===== config.mk =====
export PLATFORM = sky130hd
export DESIGN_NAME = axi_10g_ethernet_0_checksum_arbiter
export DESIGN_NICKNAME = d
export VERILOG_FILES = /design/src/rtl/axi_10g_ethernet_0_checksum_arbiter_pkg.sv /design/src/rtl/axi_10g_ethernet_0_tag_fifo.sv /design/src/rtl/axi_10g_ethernet_0_checksum_arbiter.sv
export SDC_FILE = /design/constraint.sdc
export NUM_CORES = 1
export LEC_CHECK = 0
export ABC_AREA = 1
export CAP_MARGIN = 20
export CORE_MARGIN = 10
export CORE_UTILIZATION = 25
export CTS_CLUSTER_DIAMETER = 40
export DETAILED_ROUTE_END_ITERATION = 12
export PLACE_DENSITY = 0.66
export SLEW_MARGIN = 20
export SYNTH_ARGS = -nofsm -noshare
export SYNTH_HDL_FRONTEND = slang
export SYNTH_HIERARCHICAL = 1
export SYNTH_SLANG_ARGS = --single-unit

===== constraint.sdc =====
create_clock -name s_aclk -period 7 [get_ports s_aclk]
set_clock_uncertainty 0.1 [all_clocks]
set_input_delay 1.4 -clock s_aclk [delete_from_list [all_inputs] [get_ports s_aclk]]
set_output_delay 1.4 -clock s_aclk [all_outputs]
set_load 0.005 [all_outputs]

===== src/rtl/axi_10g_ethernet_0_checksum_arbiter_pkg.sv =====
// Shared definitions for the checksum arbiter: FSM encoding, engine latency and
// the ID-width helper used by the top and the tag FIFO.
package axi_10g_ethernet_0_checksum_arbiter_pkg;

    typedef enum logic [1:0] {
        ST_IDLE      = 2'd0,
        ST_BUSY      = 2'd1,
        ST_WAIT_CSUM = 2'd2
    } arb_state_t;

    localparam int CSUM_ENGINE_LAT = 4;

    // Width of an index over n items, never narrower than one bit.
    function automatic int idw(input int n);
        return (n <= 1) ? 1 : $clog2(n);
    endfunction

endpackage


===== src/rtl/axi_10g_ethernet_0_tag_fifo.sv =====
// In-order FIFO of requester IDs; the head entry is held in a register so the
// consumer sees a stable ID one cycle after it was pushed into an empty FIFO.
module axi_10g_ethernet_0_tag_fifo
    import axi_10g_ethernet_0_checksum_arbiter_pkg::*;
#(
    parameter int W     = 1,
    parameter int DEPTH = 4
) (
    input  logic         clk,
    input  logic         rst_n,
    input  logic         push,
    input  logic [W-1:0] din,
    input  logic         pop,
    output logic [W-1:0] dout,
    output logic         empty,
    output logic         full
);

    localparam int PW = idw(DEPTH);

    logic [W-1:0]  mem [DEPTH];
    logic [PW-1:0] wr_ptr;
    logic [PW-1:0] rd_ptr;
    logic [PW-1:0] rd_next;
    logic [PW:0]   count;
    logic [PW:0]   count_next;
    logic          do_push;
    logic          do_pop;

    assign empty   = (count == '0);
    assign full    = (count == (PW+1)'(DEPTH));
    assign do_pop  = pop && !empty;
    assign do_push = push && (!full || do_pop);

    assign rd_next    = do_pop ? rd_ptr + 1'b1 : rd_ptr;
    assign count_next = count + (PW+1)'(do_push) - (PW+1)'(do_pop);

    always_ff @(posedge clk) begin
        if (do_push) begin
            mem[wr_ptr] <= din;
        end
    end

    always_ff @(posedge clk or negedge rst_n) begin
        if (!rst_n) begin
            wr_ptr <= '0;
            rd_ptr <= '0;
            count  <= '0;
            dout   <= '0;
        end else begin
            if (do_push) begin
                wr_ptr <= wr_ptr + 1'b1;
            end
            rd_ptr <= rd_next;
            count  <= count_next;
            // The new head is the entry being written when the FIFO drains to it.
            if (count_next != '0) begin
                if (do_push && (rd_next == wr_ptr)) begin
                    dout <= din;
                end else begin
                    dout <= mem[rd_next];
                end
            end
        end
    end

endmodule


===== src/rtl/axi_10g_ethernet_0_checksum_arbiter.sv =====
// Round-robin arbiter that shares one TCP payload checksum engine among NUM_REQ
// AXI-Stream requesters, one fixed-length segment at a time.
module axi_10g_ethernet_0_checksum_arbiter
    import axi_10g_ethernet_0_checksum_arbiter_pkg::*;
#(
    parameter int NUM_REQ         = 2,
    parameter int TCP_DATA_LENGTH = 40,
    parameter int TAG_DEPTH       = 4,
    localparam int IDW            = idw(NUM_REQ)
) (
    input  logic                    s_aclk,
    input  logic                    s_aresetn,
    input  logic [NUM_REQ-1:0]      s_axis_tvalid,
    output logic [NUM_REQ-1:0]      s_axis_tready,
    input  logic [64*NUM_REQ-1:0]   s_axis_tdata,
    input  logic [8*NUM_REQ-1:0]    s_axis_tkeep,
    input  logic [NUM_REQ-1:0]      s_axis_tlast,
    output logic                    m_axis_tvalid,
    input  logic                    m_axis_tready,
    output logic [63:0]             m_axis_tdata,
    output logic [7:0]              m_axis_tkeep,
    output logic                    m_axis_tlast,
    input  logic                    csum_full,
    input  logic                    csum_wr_en,
    input  logic                    tag_rd_en,
    output logic [IDW-1:0]          tag_dout,
    output logic                    tag_empty,
    output logic                    seg_err,
    output logic                    busy
);

    localparam int BEATS = TCP_DATA_LENGTH / 8;
    localparam int CW    = idw(BEATS);

    // Handshakes: a beat moves on m_axis when m_axis_tvalid && m_axis_tready;
    // the granted requester's tready mirrors m_axis_tready, so it moves there too.
    arb_state_t     state_q;
    arb_state_t     state_d;
    logic [IDW-1:0] gnt_q;
    logic [IDW-1:0] last_gnt_q;
    logic [CW-1:0]  beat_q;
    logic           seg_err_q;
    logic           win_found;
    logic [IDW-1:0] win_id;
    logic           grant_ok;
    logic           m_hs;
    logic           last_beat;
    logic           tag_full;
    logic           tag_push;
    int             idx;

    // Round-robin search starting just after the previous winner.
    always_comb begin
        win_found = 1'b0;
        win_id    = '0;
        idx       = 0;
        for (int k = 1; k <= NUM_REQ; k++) begin
            idx = (int'(last_gnt_q) + k) % NUM_REQ;
            if (!win_found && s_axis_tvalid[idx[IDW-1:0]]) begin
                win_found = 1'b1;
                win_id    = idx[IDW-1:0];
            end
        end
    end

    assign grant_ok  = (state_q == ST_IDLE) && win_found && !csum_full && !tag_full;
    assign last_beat = (beat_q == CW'(BEATS - 1));
    assign m_hs      = (state_q == ST_BUSY) && m_axis_tvalid && m_axis_tready;
    assign tag_push  = m_hs && last_beat;

    always_ff @(posedge s_aclk or negedge s_aresetn) begin
        if (!s_aresetn) begin
            state_q <= ST_IDLE;
        end else begin
            state_q <= state_d;
        end
    end

    always_comb begin
        state_d = state_q;
        case (state_q)
            ST_IDLE:      if (grant_ok) state_d = ST_BUSY;
            ST_BUSY:      if (tag_push) state_d = ST_WAIT_CSUM;
            ST_WAIT_CSUM: if (csum_wr_en) state_d = ST_IDLE;
            default:      state_d = ST_IDLE;
        endcase
    end

    always_comb begin
        s_axis_tready = '0;
        m_axis_tvalid = 1'b0;
        m_axis_tdata  = '0;
        m_axis_tkeep  = '0;
        m_axis_tlast  = 1'b0;
        if (state_q == ST_BUSY) begin
            s_axis_tready[gnt_q] = m_axis_tready;
            m_axis_tvalid        = s_axis_tvalid[gnt_q];
            m_axis_tdata         = s_axis_tdata[{gnt_q, 6'd0} +: 64];
            m_axis_tkeep         = s_axis_tkeep[{gnt_q, 3'd0} +: 8];
            m_axis_tlast         = s_axis_tlast[gnt_q];
        end
    end

    always_ff @(posedge s_aclk or negedge s_aresetn) begin
        if (!s_aresetn) begin
            gnt_q      <= '0;
            last_gnt_q <= IDW'(NUM_REQ - 1);
            beat_q     <= '0;
            seg_err_q  <= 1'b0;
        end else begin
            if (grant_ok) begin
                gnt_q      <= win_id;
                last_gnt_q <= win_id;
            end
            if (m_hs) begin
                beat_q <= last_beat ? '0 : beat_q + 1'b1;
                // Segment length comes from the counter; tlast is only checked.
                if (m_axis_tlast != last_beat) begin
                    seg_err_q <= 1'b1;
                end
            end
        end
    end

    assign seg_err = seg_err_q;
    assign busy    = (state_q != ST_IDLE);

    axi_10g_ethernet_0_tag_fifo #(
        .W     (IDW),
        .DEPTH (TAG_DEPTH)
    ) u_tag_fifo (
        .clk   (s_aclk),
        .rst_n (s_aresetn),
        .push  (tag_push),
        .din   (gnt_q),
        .pop   (tag_rd_en),
        .dout  (tag_dout),
        .empty (tag_empty),
        .full  (tag_full)
    );

endmodule


* Yosys cells after proc, flatten, opt, wreduce, memory -nomap -nowiden
Memory sizes are Yosys's and may differ from the RTL's. A register that Yosys moved wholly into a read port is not among the register bits. Index checks and enable logic that the tools add are counted.
Operators by class: muxes and demuxes 27, reductions and logical operators 22, bitwise gates (word level) 1, $mul 0, divide/modulo/power cells 0, magnitude comparators 4, add/subtract/negate cells 7, eq/ne operators 8, shift operators 2
Operators by type and width (count):
- 128-bit by 8-bit indexed part select with 64-bit output | 1
- 64-bit 2-to-1 mux | 1
- 1-bit 2-to-1 mux | 17
- 16-bit by 5-bit indexed part select with 8-bit output | 1
- 1-bit logical AND | 10
- 2-bit 2-to-1 mux | 5
- 8-bit 2-to-1 mux | 1
- 3-bit == test, second input constant | 2
- 1-bit by 2-bit < comparator with 1-bit output, second input constant | 3
- 2-bit case mux with 3 select lines | 1
- 1-bit zero test | 5
- 2-bit by 1-bit adder with 2-bit output, second input constant | 2
- 2-bit inequality test, second input constant | 2
- 3-bit by 1-bit adder with 3-bit output | 1
- 3-bit by 1-bit adder with 3-bit output, second input constant | 1
- 3-bit zero test | 1
- 3-bit 2-to-1 mux | 1
- 3-bit AND reduction | 1
- 3-bit nonzero test | 1
- 3-bit by 1-bit subtractor with 3-bit output | 1
- 1-bit adder, second input constant | 2
- 2-bit AND | 1
- 2-bit by 1-bit == test with 1-bit output, second input constant | 1
- 2-bit == test, second input constant | 1
- 8 further kinds | 8
Word-level totals: register bits after elaboration 15, ROM bits 0, bits in writable memories 4, input bits 154, memories kept 1, logic and storage cells 80, output and inout bits 80, bits in latches 0
Memory list:
- u_tag_fifo.mem | words 4, bits a word 1, rd ports 1, clocked after memory_dff 1, wr ports 1, RTL line axi_10g_ethernet_0_tag_fifo.sv:21 | logic [W-1:0] mem [DEPTH];

* Logic depth before layout (Yosys ltp)
Gate-level depths: netlist of the first run.
depth after elaboration 12, mapped depth 15, gate-level depth less buffers 15

* Modules after synthesis
Netlist of the first run, hierarchy kept.
By module, submodules not included:
- axi_10g_ethernet_0_checksum_arbiter | seq. area each 201.4 sq um, area an instance 1774.2 sq um, cells each 304, times used 1
- axi_10g_ethernet_0_tag_fifo | seq. area each 320.3 sq um, area an instance 740.7 sq um, cells each 81, times used 1

* Worst setup path before layout of the first run
No wires, ideal clock.
path kind input to register, start point in s_axis_tvalid[1], end point reg u_tag_fifo.dout (read register of u_tag_fifo.mem), buffers on the path 0, setup time 0.117 ns, cell stages on the path 13, arrival 2.990 ns, path slack 3.793 ns, data required time 6.783 ns, cell sequence nand2_1 nand2_1 nand4_1 inv_1 or2_2 nand2_1 ha_1 fa_1 xor2_1 nor2_1 nand2_1 nand3_1 nand2_1
On the way: word-level cells in the longest chain between the ends 10
Ends and longest elaborated chain:
- start, declared | RTL line axi_10g_ethernet_0_checksum_arbiter.sv:13 | input logic [NUM_REQ-1:0] s_axis_tvalid,
- 1-bit 2-to-1 mux (implied by the code) (2 in series) | RTL line axi_10g_ethernet_0_checksum_arbiter.sv:97 | m_axis_tvalid = s_axis_tvalid[gnt_q];
- 1-bit 2-to-1 mux | RTL line axi_10g_ethernet_0_checksum_arbiter.sv:95 | if (state_q == ST_BUSY) begin
- 1-bit logical AND (2 in series) | RTL line axi_10g_ethernet_0_checksum_arbiter.sv:68 | assign m_hs = (state_q == ST_BUSY) && m_axis_tvalid && m_axis_tready;
- 1-bit logical AND | RTL line axi_10g_ethernet_0_checksum_arbiter.sv:69 | assign tag_push = m_hs && last_beat;
- via tag_push | RTL line axi_10g_ethernet_0_checksum_arbiter.sv:49 | logic tag_push;
- 1-bit logical AND | RTL line axi_10g_ethernet_0_tag_fifo.sv:33 | assign do_push = push && (!full || do_pop);
- 3-bit by 1-bit adder with 3-bit output | RTL line axi_10g_ethernet_0_tag_fifo.sv:36 | assign count_next = count + (PW+1)'(do_push) - (PW+1)'(do_pop);
- 3-bit by 1-bit subtractor with 3-bit output | RTL line axi_10g_ethernet_0_tag_fifo.sv:36
- via u_tag_fifo.count_next[2] | RTL line axi_10g_ethernet_0_tag_fifo.sv:26 | logic [PW:0] count_next;
- 3-bit nonzero test | RTL line axi_10g_ethernet_0_tag_fifo.sv:57 | if (count_next != '0) begin
- end, declared | RTL line axi_10g_ethernet_0_tag_fifo.sv:14 | output logic [W-1:0] dout,
The timed path passes the listed nets, and every way through them passes these cells. The select of a mux whose other input is x is not followed. A chain may end at the register's enable or synchronous reset.

* Final worst setup path of the first run
start point in m_axis_tready, end point out s_axis_tready[0]
On the way: word-level cells in the longest chain between the ends 2
Ends and longest elaborated chain:
- start, declared | RTL line axi_10g_ethernet_0_checksum_arbiter.sv:19 | input logic m_axis_tready,
- 2-bit AND (no source line)
- 2-bit 2-to-1 mux | RTL line axi_10g_ethernet_0_checksum_arbiter.sv:95
- end, declared | RTL line axi_10g_ethernet_0_checksum_arbiter.sv:14 | output logic [NUM_REQ-1:0] s_axis_tready,
Every way passes these cells.

==> flow_summary.ini, run 1 <==
[synthesis]
syn_area_mm2 = 0.00251
ys_ff_latch = 20
yosys-top-cells-count = nand2_1, a21oi_2, inv_1
syn-num-nets = 547
syn_avg_cell_area_um2 = 6.53
synth_seq_area_share_pct = 20.7
yosysWarningCount = 6
ys.flop_type = dfrtp_1
synth_top_area_cell = nand2_1
netlist.area_leader.share_pct = 26.7
ys_types = 31
synth.area.top_cells = nand2_1, a21oi_2, dfrtp_1
synthArstFlopShare_pct = 80.0
yosysMostFrequentCell = nand2_1
postSynthCellCount = 385
synth_edf_count = 4

[placed_design]
post-dp-hpwl_um = 10100
place_congestion = 0.857
port_buffers = 233
dpl_cell_area_mm2 = 0.00486

[critical_path]
r2r-end = u_tag_fifo/dout$_DFFE_PN0P_
cp-end-kind = primary output
r2r_slack_ns = 3.91
timing.rr.start = gnt_q$_DFFE_PN0P_
start_kind = primary input
crit_chain = clkdlybuf4s50_1, inv_1, nor3_1, clkdlybuf4s50_1
worst_path_max_delay_cell = clkdlybuf4s50_1
worst-path-max-fanout = 3
worstSetupPathType = in -> out
worstPathArrival_ns = 2.77
cp_num_cells = 4
path_buf_inv = 3
r2r_cells = 14
crit_family = buffers and inverters
worstPathRequired_ns = 5.50
max_stage_delay_ns = 0.55
crit_top_cell = clkdlybuf4s50_1
cp-startpoint = m_axis_tready

[routing]
vias = 3294
drt-wirelength-per-cell_um = 16.6
ant_nets = 0
drc = 0
via_per_inst = 4.49
first_pass_iters = 4
wirelength_um = 12200
dr.first_iter.drc_count = 129

[sta]
setup_viol = 0
finalHoldViolCount = 0
worstMarginPinSlew_ns = 0.930
relSlewSlack_pct = 38.0
final.setup.tns_ns = 0
fmax_mhz = 234
period_minus_slack_ns = 4.27
finalCritPeriodShare_pct = 60.9
slew_viol_final = 0
grt_setup_unrepaired = false

[power]
powerDensity_mw_per_mm2 = 333
finalPower_mw = 1.63
ir_drop_v = 0.000158
power.leakage_nw = 2.04

[min_path]
hold_path_depth = 2
worst_hold_path.endpoint = seg_err$_DFFE_PN0P_
holdCritStartpoint = seg_err$_DFFE_PN0P_
holdCritPathClass = reg -> reg

[clock_tree]
cts_htree_levels = 1
cts_tree = built
clkTransAtPathRegs_ns = 0.07
insertion_delay_ns = 0.25
numCtsBuffers = 3
clock_path_buffers = 2
cts_hold_buf = 0
post_cts.repair.setup_buffers = 0
root_buffer = clkbuf_8
ctsResizeCount = 0
cts_sinks = 20

[global_route]
grtUsageTotal_pct = 15.5
overflow = 0
first_global_vias = 3364
grt_max_degree = 82
grt_pass1_wl_um = 18300
antenna_found_initial = 0

[layout]
fin_nets = 764
nFillCells = 979
diodes = 0
finish.utilization_pct = 50.2
multiInputGateArea_mm2 = 0.00170
regArea_um2 = 523
synthToLayoutAreaGrowth_pct = 94.9
final_layout_size_suffix_gt1_share_pct = 15.1
final_area_mm2 = 0.00490

[status]
status = finished clean

[floorplanning]
rows = 36
die-area_mm2 = 0.0145
io_pins = 234
die_y_um = 120
start_util_pct = 25.7
coreArea_mm2 = 0.00977
die_w_um = 120

[flow_run]
drv_cap = 0
[sequential cells by signal, summed over array words and instances, names as in the netlist, 2 cells and up]
register / cells
u_tag_fifo/mem: 4
beat_q: 3
u_tag_fifo/count: 3
state_q: 2
u_tag_fifo/rd_ptr: 2
u_tag_fifo/wr_ptr: 2
[placed cells by master, fill, tap and decap left out, types with 2 or more instances in the layout]
cell type        count
nand2_1            179
clkinv_2             2
dfrtp_1             14
nand2_2              3
nand3_1             17
inv_1               23
nand4_1              2
a21oi_1             13
nor3_1               2
ha_1                 7
clkbuf_8             3
or2_2                3
a21oi_2             61
clkdlybuf4s50_1    233
nand2_4              5
nor2_1               7
edfxtp_1             4
inv_2                4
xor2_1               2
buf_4                3
o21ai_0              3
[worst max-delay path by stage]
stage	endpoint	slack, ns
2_1_floorplan	u_tag_fifo/dout$_DFFE_PN0P_	3.79
3_3_place_gp	s_axis_tready[0]	2.74
3_5_place_dp	s_axis_tready[0]	2.75
4_1_cts	s_axis_tready[0]	2.73
5_1_grt	s_axis_tready[0]	2.64
6_report	s_axis_tready[0]	2.73
[kinds of logic after synthesis]
group | after synthesis | share of synthesized area, %
XOR/XNOR | 3 | 1.04
AND/OR/NAND/NOR | 222 | 37.3
buffers and inverters | 53 | 11.6
adder cells (fa/ha/maj) | 8 | 4.28
flip-flops | 20 | 20.7
AO/OA/AOI/OAI | 79 | 25.1
[through the flow]
step	std cells	hold slack, ns	setup slack (ns)
after floorplan	385	0.342	3.79
after global placement	730	0.349	2.74
after detailed placement	730	0.354	2.75
after CTS	734	0.373	2.73
after global routing	734	0.393	2.64
final	734	0.367	2.73
[routing by layer]
layer | track usage, % | routed length (um) | share of wire (%) | vias to the layer above
met3 | 5.49 | 1100 | 9.0 | 12
met5 | 0 | 0 | 0 | -
met2 | 28.3 | 6100 | 50 | 139
met4 | 3.47 | 238 | 1.9 | 0
met1 | 16.9 | 4780 | 39 | 1492
li1 | - | - | - | 1651
[power breakdown]
part | switching [mW] | internal (mW)
Sequential | 0.0322 | 0.166
Combinational | 0.682 | 0.674
Clock | 0.0368 | 0.0404
[layout make-up]
type                            count  share of cell area (%)
Multi-Input combinational cell    312                    34.7
Timing Repair Buffer              236                    48.0
Inverter                           29                    2.27
Tap cell                          133                    3.39
Clock buffer                        4                   0.919
Sequential cell                    20                    10.7
[worst register-to-register path: cells and delay by family (launching register included)]
kind          cells  cell delay, ns
flops             1            0.37
simple gates      9            0.96
buf+inv           2            0.77
fa+ha+maj         2            0.60
xor+xnor          1            0.18
Power figures use the tool's default switching activity.
==> run 2: changes to the inputs <==
--- a/config.mk
+++ b/config.mk
@@ -11,7 +11,7 @@
 export CORE_UTILIZATION = 25
 export CTS_CLUSTER_DIAMETER = 40
 export DETAILED_ROUTE_END_ITERATION = 12
-export PLACE_DENSITY = 0.66
+export PLACE_DENSITY = 0.69
 export SLEW_MARGIN = 20
 export SYNTH_ARGS = -nofsm -noshare
 export SYNTH_HDL_FRONTEND = slang
==> constraint.sdc (replaced) <==
create_clock -name s_aclk -period 3.6 [get_ports s_aclk]
set_clock_uncertainty 0.1 [all_clocks]
set_input_delay 0.72 -clock s_aclk [delete_from_list [all_inputs] [get_ports s_aclk]]
set_output_delay 0.72 -clock s_aclk [all_outputs]
set_load 0.005 [all_outputs]
==> flow_summary.ini, run 2 (synthesis results as in run 1) <==
[status]
status = finished clean

[flow_run]
drv_cap = 0

[clock_tree]
insertion_delay_ns = 0.26
cts_tree = built
post_cts.repair.setup_buffers = 0
root_buffer = clkbuf_8
cts_hold_buf = 0
clkTransAtPathRegs_ns = 0.07
cts_htree_levels = 1
clock_path_buffers = 2
ctsResizeCount = 0
cts_sinks = 20
numCtsBuffers = 3

[sta]
final.setup.tns_ns = 0
finalHoldViolCount = 0
slew_viol_final = 0
setup_slack_ns = 0.503
grt_setup_unrepaired = false
finalCritPeriodShare_pct = 86.0
period_minus_slack_ns = 3.10
setup_viol = 0
worstMarginPinSlew_ns = 0.828
fmax_mhz = 323
relSlewSlack_pct = 44.8

[routing]
wirelength_um = 12400
vias = 3233
drt-wirelength-per-cell_um = 16.9
drc = 0
first_pass_iters = 4
dr.first_iter.drc_count = 168
via_per_inst = 4.40
ant_nets = 0

[layout]
synthToLayoutAreaGrowth_pct = 95.4
fin_cells = 735
largest_reg_flops = 4
finish.utilization_pct = 50.3
largest_register = u_tag_fifo/mem
diodes = 0
final_cell_mix = clkdlybuf4s50_1, nand2_1, a21oi_2
fin_nets = 765
regArea_um2 = 523
final_common_cell = clkdlybuf4s50_1
multiInputGateArea_mm2 = 0.00170
final_layout_size_suffix_gt1_share_pct = 15.3
nFillCells = 1001
final_area_mm2 = 0.00491
top_regs = u_tag_fifo/mem x4, beat_q x3, u_tag_fifo/count x3

[placed_design]
post-dp-hpwl_um = 10400
dp.cells = 731
dpl_cell_area_mm2 = 0.00486
port_buffers = 233
place_ws_ns = 0.366
place_congestion = 0.856

[floorplanning]
rows = 36
start_util_pct = 25.7
coreArea_mm2 = 0.00977
io_pins = 234
die-area_mm2 = 0.0145
die_y_um = 120
die_w_um = 120

[global_route]
grt_max_degree = 79
grtUsageTotal_pct = 15.9
antenna_found_initial = 0
grt_pass1_wl_um = 18500
first_global_vias = 3301
overflow = 0

[critical_path]
worstPathArrival_ns = 2.28
cp-end-kind = primary output
worst-path-max-fanout = 78
worstPathRequired_ns = 2.78
r2r_cells = 15
start_kind = flop
worstSetupPathType = reg -> out

[power]
p_sw_share_pct = 46.2
power_switching_mw = 1.48
ir_drop_v = 0.000334
combinationalPowerShare_pct = 83.2
pwr-share-clk_pct = 4.6
p_seq_share_pct = 12.3
power.leakage_nw = 2.05
p_int_mw = 1.72
powerDensity_mw_per_mm2 = 651

[min_path]
hold_path_depth = 2
holdCritPathClass = reg -> reg
[run 2: cell types whose count changed in the layout (fill, tap and decap cells not counted)]
| cell | change |
|---|---|
| buf_6 | +1 |
| clkbuf_1 | -1 |
| clkinv_1 | +1 |
[run 2: worst max-delay path, cell delays in order (launching register included)]
cell and delay, ns:
dfrtp_2 0.41, buf_4 0.62, nand2_1 0.10, a21oi_1 0.27, clkdlybuf4s50_1 0.56
[run 2: cell type report]
class	count	share of cell area [%]
flip-flops and latches	20	10.6
clock buffers	3	0.840
well taps	133	3.39
clock inverters	1	0.0764
inverters	29	2.27
repair buffers	237	48.2
multi-input cells	312	34.6
[run 2: path summary, 6_finish.rpt]
kind                                              from  slack, ns                                to
min in group asynchronous                    s_aresetn       0.80  u_tag_fifo/wr_ptr[1]$_DFFE_PN0P_
worst min register to register  last_gnt_q$_DFFE_PN1P_       0.37            last_gnt_q$_DFFE_PN1P_
worst max-delay path                 gnt_q$_DFFE_PN0P_       0.50                   m_axis_tkeep[2]
worst max register to register   beat_q[0]$_DFFE_PN0P_       0.92       u_tag_fifo/dout$_DFFE_PN0P_
max in group asynchronous                    s_aresetn       2.10                 gnt_q$_DFFE_PN0P_
worst min-delay path            last_gnt_q$_DFFE_PN1P_       0.37            last_gnt_q$_DFFE_PN1P_
[run 2: per-layer routing]
metal | vias up | GRT usage (%) | part of all wire (%) | wire [um]
met5 | - | 0 | 0 | 0
met2 | 125 | 30.1 | 53 | 6540
met1 | 1450 | 16.8 | 38 | 4730
met3 | 6 | 5.49 | 8.2 | 1020
li1 | 1652 | - | - | -
met4 | 0 | 2.41 | 0.93 | 116
[run 2: metrics by stage]
| step | power, mW | hold WS, ns |
|---|---|---|
| 6_report | 3.20 | 0.370 |
| 5_1_grt | 3.49 | 0.397 |
| 4_1_cts | 3.25 | 0.372 |
| 3_5_place_dp | 3.09 | 0.362 |
| 3_3_place_gp | 3.05 | 0.348 |
| 2_1_floorplan | 1.81 | 0.324 |
[run 2: power groups by stage]
stage | Clock, mW | Sequential [mW] | Combinational (mW)
after floorplan | 0 | 0.383 | 1.43
after detailed placement | 0 | 0.396 | 2.69
after CTS | 0.150 | 0.394 | 2.71
after global routing | 0.160 | 0.404 | 2.93
final | 0.146 | 0.393 | 2.66
after global placement | 0 | 0.392 | 2.66
